**config.mk**
```make
export PLATFORM = sky130hd
export DESIGN_NAME = stack_lifo_param
export DESIGN_NICKNAME = d
export VERILOG_FILES = /design/src/rtl/stack_lifo_param.sv
export SDC_FILE = /design/constraint.sdc
export NUM_CORES = 1
export LEC_CHECK = 0
export BUFFER_PORTS_ARGS = -buffer_cell sky130_fd_sc_hd__buf_2
export CAP_MARGIN = 20
export CORE_MARGIN = 2
export CORE_UTILIZATION = 55
export CTS_CLUSTER_DIAMETER = 60
export DETAILED_ROUTE_END_ITERATION = 12
export PLACE_DENSITY_LB_ADDON = 0.2
export SLEW_MARGIN = 10
export SYNTH_ARGS = -nofsm -noshare
export SYNTH_HDL_FRONTEND = slang
export SYNTH_SLANG_ARGS = --single-unit
export TNS_END_PERCENT = 100
```
**constraint.sdc**
```tcl
create_clock -name clk -period 4 [get_ports clk]
set_input_delay 0.8 -clock clk [delete_from_list [all_inputs] [get_ports clk]]
set_output_delay 0.8 -clock clk [all_outputs]
set_load 0.02 [all_outputs]
```
**src/rtl/stack_lifo_param.sv**
```systemverilog
// Parametrised LIFO stack with registered top-of-stack view, full/empty status,
// replace-top on push+pop, range-checked pointer jumps, sticky error flags and
// a high-water mark of stack occupancy.
module stack_lifo_param #(
    parameter int unsigned DATA_W = 16,
    parameter int unsigned ADDR_W = 5
) (
    input  logic              clk,
    input  logic              rst,
    input  logic              push,
    input  logic              pop,
    input  logic              jmp,
    input  logic [ADDR_W:0]   jump,
    input  logic [DATA_W-1:0] inn,
    input  logic              clr_err,
    output logic [DATA_W-1:0] peek,
    output logic [ADDR_W:0]   stack_pointer,
    output logic              empty,
    output logic              full,
    output logic              ovf,
    output logic              unf,
    output logic              jerr,
    output logic [ADDR_W:0]   hwm
);

    localparam int unsigned DEPTH = 2 ** ADDR_W;
    localparam int unsigned PTR_W = ADDR_W + 1;
    localparam logic [PTR_W-1:0] DEPTH_PTR = PTR_W'(DEPTH);
    localparam logic [PTR_W-1:0] PTR_ONE   = PTR_W'(1);
    localparam logic [PTR_W-1:0] PTR_TWO   = PTR_W'(2);

    // Storage array (not reset) plus a per-entry written bitmap (reset) that
    // masks never-written entries to zero so jumps cannot expose X.
    logic [DATA_W-1:0] mem_q [DEPTH];
    logic [DEPTH-1:0]  valid_q, valid_d;

    logic [PTR_W-1:0]  sp_q, sp_d;
    logic [PTR_W-1:0]  hwm_q, hwm_d;
    logic [DATA_W-1:0] peek_q, peek_d;
    logic              ovf_q, ovf_d;
    logic              unf_q, unf_d;
    logic              jerr_q, jerr_d;

    logic              wr_en;
    logic [ADDR_W-1:0] wr_idx;
    logic              ovf_set, unf_set, jerr_set;

    logic [ADDR_W-1:0] pop_idx, jmp_idx;
    logic [DATA_W-1:0] pop_data, jmp_data;

    // Read ports: new top after a pop (mem[sp-2]) and after a jump (mem[jump-1]).
    assign pop_idx  = ADDR_W'(sp_q - PTR_TWO);
    assign jmp_idx  = ADDR_W'(jump - PTR_ONE);
    assign pop_data = valid_q[pop_idx] ? mem_q[pop_idx] : '0;
    assign jmp_data = valid_q[jmp_idx] ? mem_q[jmp_idx] : '0;

    assign empty = (sp_q == '0);
    assign full  = (sp_q == DEPTH_PTR);

    // Operation decode by priority: push&pop > pop > push > jmp.
    always_comb begin
        sp_d     = sp_q;
        peek_d   = peek_q;
        valid_d  = valid_q;
        wr_en    = 1'b0;
        wr_idx   = '0;
        ovf_set  = 1'b0;
        unf_set  = 1'b0;
        jerr_set = 1'b0;

        if (push && pop && !empty) begin
            wr_en  = 1'b1;
            wr_idx = ADDR_W'(sp_q - PTR_ONE);
            peek_d = inn;
        end else if (pop && !push) begin
            if (!empty) begin
                sp_d   = sp_q - PTR_ONE;
                peek_d = (sp_q == PTR_ONE) ? '0 : pop_data;
            end else begin
                unf_set = 1'b1;
            end
        end else if (push) begin
            // Also covers push&pop on an empty stack.
            if (!full) begin
                wr_en  = 1'b1;
                wr_idx = ADDR_W'(sp_q);
                sp_d   = sp_q + PTR_ONE;
                peek_d = inn;
            end else begin
                ovf_set = 1'b1;
            end
        end else if (jmp) begin
            if (jump <= DEPTH_PTR) begin
                sp_d   = jump;
                peek_d = (jump == '0) ? '0 : jmp_data;
            end else begin
                jerr_set = 1'b1;
            end
        end

        if (wr_en) begin
            valid_d[wr_idx] = 1'b1;
        end
    end

    // Sticky flags and high-water mark; a same-cycle error beats clr_err.
    always_comb begin
        ovf_d  = (ovf_q  & ~clr_err) | ovf_set;
        unf_d  = (unf_q  & ~clr_err) | unf_set;
        jerr_d = (jerr_q & ~clr_err) | jerr_set;
        hwm_d  = hwm_q;
        if (clr_err) begin
            hwm_d = sp_d;
        end else if (sp_d > hwm_q) begin
            hwm_d = sp_d;
        end
    end

    // Control and status registers, cleared by asynchronous reset.
    always_ff @(posedge clk or posedge rst) begin
        if (rst) begin
            sp_q    <= '0;
            peek_q  <= '0;
            hwm_q   <= '0;
            ovf_q   <= 1'b0;
            unf_q   <= 1'b0;
            jerr_q  <= 1'b0;
            valid_q <= '0;
        end else begin
            sp_q    <= sp_d;
            peek_q  <= peek_d;
            hwm_q   <= hwm_d;
            ovf_q   <= ovf_d;
            unf_q   <= unf_d;
            jerr_q  <= jerr_d;
            valid_q <= valid_d;
        end
    end

    // Entry storage write port.
    always_ff @(posedge clk) begin
        if (wr_en) begin
            mem_q[wr_idx] <= inn;
        end
    end

    assign peek          = peek_q;
    assign stack_pointer = sp_q;
    assign ovf           = ovf_q;
    assign unf           = unf_q;
    assign jerr          = jerr_q;
    assign hwm           = hwm_q;

endmodule

```
# After elaboration in Yosys (flattened, before gate mapping)
# Memories as Yosys holds them, arrays and structs flattened.
# Index checks and enable logic that the tools add are counted.
# classes
add_sub_neg,4
order_cmp,6
eq_ne,4
mux,48
bitwise,8
n_reduce_logical,12
# ops
op,n
2-to-1 mux 16 bit,11
2-to-1 mux 6 bit,9
OR 32 bit,1
2-to-1 mux 1 bit,21
2-to-1 mux 5 bit,4
< comparator 5 x 6 -> 1 bit (second input constant),3
zero test 6 bit,2
binary-select mux 1 bit (select 5 bit),2
nonzero test 4 bit,2
adder 6 x 1 -> 6 bit (second input constant),1
== test 6 x 1 -> 1 bit (second input constant),1
== test 6 bit (second input constant),1
greater-than comparator 6 bit,1
<= comparator 6 bit (second input constant),1
subtractor 6 x 1 -> 6 bit (second input constant),1
demux 1 bit (select 5 bit),1
greater-or-equal comparator 5 x 1 -> 1 bit (second input constant),1
subtractor 5 x 1 -> 5 bit (second input constant),1
subtractor 5 x 2 -> 5 bit (second input constant),1
logical AND 1 bit,4
inequality test 4 x 2 -> 1 bit (second input constant),1
AND reduction 4 bit,1
bitwise AND 1 bit,3
inequality test 3 bit (second input constant),1
4 further kinds,7
# word_totals
register_bits,63
mem_bits_rw,512
output_inout_bits,33
mem_count,1
# memory_table
memory,words,width,rd,rd_clocked_by_memory_dff,write_ports,line_no,rtl
mem_q,32,16,2,0,1,34,logic [DATA_W-1:0] mem_q [DEPTH];

# Logic depth before layout (Yosys ltp)
# logic_depth
depth_word,10
mapped_depth,22
depth_no_buf,17

# Worst setup path before layout
# OpenSTA, ideal clock, no wires.
# synth_timing
path_type,input to register
startpoint,input jump[0]
endpoint,register hwm_q[0] (netlist: hwm[0])
arrival_time_ps,4657
required_time_ps,3875
slack_ps,-782
stages,21
path_cell_list,buf_4 buf_4 buf_2 buf_2 inv_1 ha_1 buf_2 or4b_4 a21oi_4 mux2i_1 nor2_1 a21oi_1 a21oi_1 ha_1 nor2b_1 o21a_1 o21a_1 o21ai_0 a21oi_1 nor2_1 mux2_2
# synth_between
elab_chain_cells,8
# synth_lines
element,line_no,rtl
from (decl),13,"input logic [ADDR_W:0] jump,"
<= comparator 6 bit,93,if (jump <= DEPTH_PTR) begin
2-to-1 mux 6 bit *,93,
2-to-1 mux 6 bit *,92,end else if (jmp) begin
2-to-1 mux 6 bit *,82,end else if (push) begin
2-to-1 mux 6 bit *,75,end else if (pop && !push) begin
2-to-1 mux 6 bit *,71,if (push && pop && !empty) begin
greater-than comparator 6 bit or 2-to-1 mux 6 bit (tied branches),114,end else if (sp_d > hwm_q) begin
nonzero test 2 bit (no line) or 2-to-1 mux 6 bit (tied branches),n/a,
to (signal assigned),132,hwm_q <= hwm_d;
to (decl),38,"logic [PTR_W-1:0] hwm_q, hwm_d;"
# Mark *: on every way between the ends. The rest lies on a longest branch, timed or not. The select of a mux whose other input is x is not followed.
# A chain may end at the register's enable or synchronous reset.

# Worst setup path in the final report
# layout_timing
startpoint,register sp_q[2] (netlist: stack_pointer[2])
endpoint,register hwm_q[0] (netlist: hwm[0])
# layout_between
elab_chain_cells,7
# layout_lines
element,line_no,rtl
from (decl),37,"logic [PTR_W-1:0] sp_q, sp_d;"
from (signal assigned),130,sp_q <= sp_d;
adder 6 x 1 -> 6 bit (tied with other cells),87,sp_d = sp_q + PTR_ONE;
"2-to-1 mux 6 bit, on equally long branches","84, 92",
2-to-1 mux 6 bit,82,
2-to-1 mux 6 bit,75,
2-to-1 mux 6 bit *,71,
greater-than comparator 6 bit or 2-to-1 mux 6 bit (tied branches),114,
nonzero test 2 bit (no line) or 2-to-1 mux 6 bit (tied branches),n/a,
# Marks and branches as above.

==> PnR_summary.wiki <==
{| class="wikitable"
! Metric !! Value
|-
| Beginning of the worst register-to-register path || stack_pointer[2]
|-
| Yosys synthesis warning count || 0
|-
| Number of global-route vias before repair || 16725
|-
| Number of flops mapped to enable cells by yosys || 512
|-
| Logic depth of the worst register-to-register path || 14
|-
| First-pass GRT wire length || 111000 um
|-
| Cell accounting for the most synthesized area || sky130_fd_sc_hd__edfxtp_1
|-
| Total routed wirelength || 74300 um
|-
| TritonCTS clock tree || built
|-
| Post-cts sizing count || 0
|-
| Top library cells by usage in the layout, fill and taps aside || 512 x sky130_fd_sc_hd__edfxtp_1, 288 x sky130_fd_sc_hd__mux4_2, 167 x sky130_fd_sc_hd__nand2_1
|-
| Post-CTS repair timing setup buffer count || 0
|-
| Count of antenna diodes in the layout || 0
|-
| Root buf cell || sky130_fd_sc_hd__clkbuf_16
|-
| Crit Path Class || register to register
|-
| Synthesized netlist cell count || 1584
|-
| Final clock period utilization by the worst path || 0.935
|-
| Placeable core region || 49900 um^2
|-
| Die height || 228 um
|-
| Data arrival time of the critical path || 4240 ps
|-
| CTS H-tree depth || 2
|-
| DP HPWL || 44100 um
|-
| Static Leak || 10.5 nW
|-
| Overall die width || 228 um
|-
| Max rail drop VDD || 526 uV
|-
| Worst-skew pair later-pin latency || 650 ps
|-
| Area of the die || 51900 um^2
|-
| Portion of the post-synthesis area used by sequential elements || 0.615
|-
| Largest cells by area after synthesis || sky130_fd_sc_hd__edfxtp_1 56%, sky130_fd_sc_hd__mux4_2 24%, sky130_fd_sc_hd__dfrtp_1 5.7%, sky130_fd_sc_hd__nand2_1 2.3%, sky130_fd_sc_hd__mux2i_1 0.98%
|-
| Area Growth Syn to Fin || 13.7%
|-
| Initial DRT Pass Iterations || 6
|-
| Tightest Hold Check Type || input port to asynchronous set/reset pin
|-
| Number of distinct library cell variants in the gate-level netlist after synthesis || 63
|-
| Maximum clock skew at final layout || 31.1 ps
|-
| Sinks on the clock net || 575
|-
| Endpoint kind of the worst setup timing path || register
|-
| Asr flop ratio synth || 0.110
|-
| Starting density of the core || 0.553
|-
| Placed Area || 29300 um^2
|-
| Max clock buf depth || 3
|-
| Fin nets || 1728
|-
| Number of antenna-violating nets in the routed design || 0
|-
| Slew @ Worst Pin || 1090 ps
|-
| Number of hold buffers added after cts || 0
|-
| Post-layout min period || 3740 ps
|-
| Count of routing violations after the opening detailed-route iteration || 2089
|-
| Global route total overflow || 0
|-
| Via count || 16459
|-
| Post-Synthesis Cell Area || 27600 um^2
|-
| Headroom to the max-slew limit || 0.270
|-
| Final-report hold violation count || 0
|-
| Pin count of the biggest net entering global routing || 112
|-
| Initial antenna violation count || 0
|-
| Highest attainable clock frequency || 267 MHz
|-
| Post-synth top flop || sky130_fd_sc_hd__edfxtp_1
|-
| Count of maximum capacitance violations || 0
|-
| Final setup fails || 0
|-
| Number of max-slew violations in the final report || 0
|-
| Final weighted congestion in routability-driven placement || 0.893
|-
| Number of storage elements in the synthesis netlist || 575
|-
| Port Buffers || 60
|-
| Mean instance size in the synthesized netlist || 17.4 um^2
|-
| Post-route worst hold slack || 152 ps
|-
| Core Rows || 82
|-
| Share of cells above drive strength 1 || 0.358
|-
| Setup repair after global routing missed its margin || no
|-
| Capture instance of the worst register-to-register path || hwm[0]
|-
| Leading cell type in the layout, fill and taps excluded || sky130_fd_sc_hd__edfxtp_1
|-
| Clock input transition at the sequential cells of the worst setup and hold paths || 60 ps
|-
| Internal reg-to-reg setup slack || 260 ps
|-
| Ports placed on the boundary || 61
|-
| Setup crit start kind || register
|-
| Worst Path Required || 4500 ps
|-
| Drc violations || 0
|-
| Wire length per cell || 30.9 um
|-
| P per Cell Area || 615 nW/um^2
|-
| Number of vias per cell || 6.85
|-
| Result of the run || finished, final reports clean
|-
| Total non-filler cell area in the finished layout || 31300 um^2
|-
| Top-area cell type share of the netlist area || 0.558
|-
| Number of nets produced by synthesis || 1627
|-
| Total global-route track usage || 0.292
|-
| Critical path peak fanout || 10
|-
| Number of clock buffers inserted by TritonCTS || 61
|}
-- state kept, by name, indices dropped and copies added, names as in the netlist --
| register | flops |
|---|---|
| mem_q | 512 |
| valid_q | 32 |
| peek | 16 |
| hwm | 6 |
| stack_pointer | 6 |
| jerr | 1 |
| ovf | 1 |
| unf | 1 |
-- per-layer routing --
layer  global-route usage  wire length (um)  up-vias
met3               0.0425              6760      160
met2                0.458             35500      895
met1                0.419             29000     8640
met4                0.119              3000        0
met5                    0                 0        -
li1                     -                 -     6764
-- synth_stat cells, types with 25 or more instances --
cell	instances
sky130_fd_sc_hd__o22ai_1	27
sky130_fd_sc_hd__mux2i_1	27
sky130_fd_sc_hd__nor2_1	50
sky130_fd_sc_hd__a21oi_1	32
sky130_fd_sc_hd__edfxtp_1	512
sky130_fd_sc_hd__o21ai_0	26
sky130_fd_sc_hd__inv_1	25
sky130_fd_sc_hd__clkbuf_1	51
sky130_fd_sc_hd__nand3_1	35
sky130_fd_sc_hd__dfrtp_1	63
sky130_fd_sc_hd__buf_2	36
sky130_fd_sc_hd__nand2_1	167
sky130_fd_sc_hd__mux4_2	288
-- worst max-delay path, stage by stage, from the launching register on --
cell and delay, ps:
sky130_fd_sc_hd__dfrtp_1 530, sky130_fd_sc_hd__inv_1 300, sky130_fd_sc_hd__ha_1 390, sky130_fd_sc_hd__a21boi_2 320, sky130_fd_sc_hd__mux2i_1 260, sky130_fd_sc_hd__o21ai_0 130
sky130_fd_sc_hd__nand3_1 110, sky130_fd_sc_hd__a21oi_1 60, sky130_fd_sc_hd__a31o_2 240, sky130_fd_sc_hd__ha_1 300, sky130_fd_sc_hd__o21a_1 110, sky130_fd_sc_hd__o21ai_1 170
sky130_fd_sc_hd__a21oi_2 90, sky130_fd_sc_hd__nor2_4 250, sky130_fd_sc_hd__mux2_4 320
-- worst max path at each step --
stage | start | to | slack [ps]
after floorplan | jump[0] | hwm[0] | -390
after detailed placement | jump[1] | hwm[2] | -20
after global routing | stack_pointer[0] | hwm[0] | 70
after CTS | stack_pointer[0] | hwm[0] | 370
final | stack_pointer[2] | hwm[0] | 260
after global placement | jump[1] | hwm[1] | 30
-- power by group --
part / switching (W) / internal (W)
sequential: 0.000312 / 0.00702
combinational: 0.00352 / 0.00274
clock: 0.00236 / 0.00333
total: 0.00619 / 0.0131
-- per-stage QoR --
| step | util | setup TNS [ps] | power [W] | worst slack [ps] | std cells |
|---|---|---|---|---|---|
| after floorplan | - | -2340 | 0.0115 | -390 | 1584 |
| after global placement | 0.588 | 0 | 0.0136 | 33.0 | 2293 |
| after detailed placement | 0.588 | -113 | 0.0136 | -21.5 | 2293 |
| after CTS | 0.628 | 0 | 0.0193 | 373 | 2403 |
| after global routing | 0.629 | 0 | 0.0200 | 69.8 | 2404 |
| final | 0.629 | 0 | 0.0193 | 260 | 2404 |
-- cell type report --
cell class | count | area [um^2]
Sequential cell | 575 | 17000
Inverter | 25 | 96.3
Fill cell | 3554 | 18500
Multi-Input combinational cell | 870 | 10200
Clock inverter | 33 | 390
Clock buffer | 77 | 1630
Timing Repair Buffer | 152 | 1240
Tap cell | 672 | 841
-- cell families (layout without fill, tap and decap cells) --
kind of cell / count (synthesis) / in the layout / synth area share
xor+xnor: 13 / 13 / 0.00413
mux: 322 / 322 / 0.248
compound gates: 189 / 189 / 0.0479
flops: 575 / 575 / 0.615
buf+inv: 139 / 287 / 0.0231
fa+ha+maj: 15 / 15 / 0.00681
simple gates: 331 / 331 / 0.0552
No activity file was read; power rests on OpenSTA's default activity.
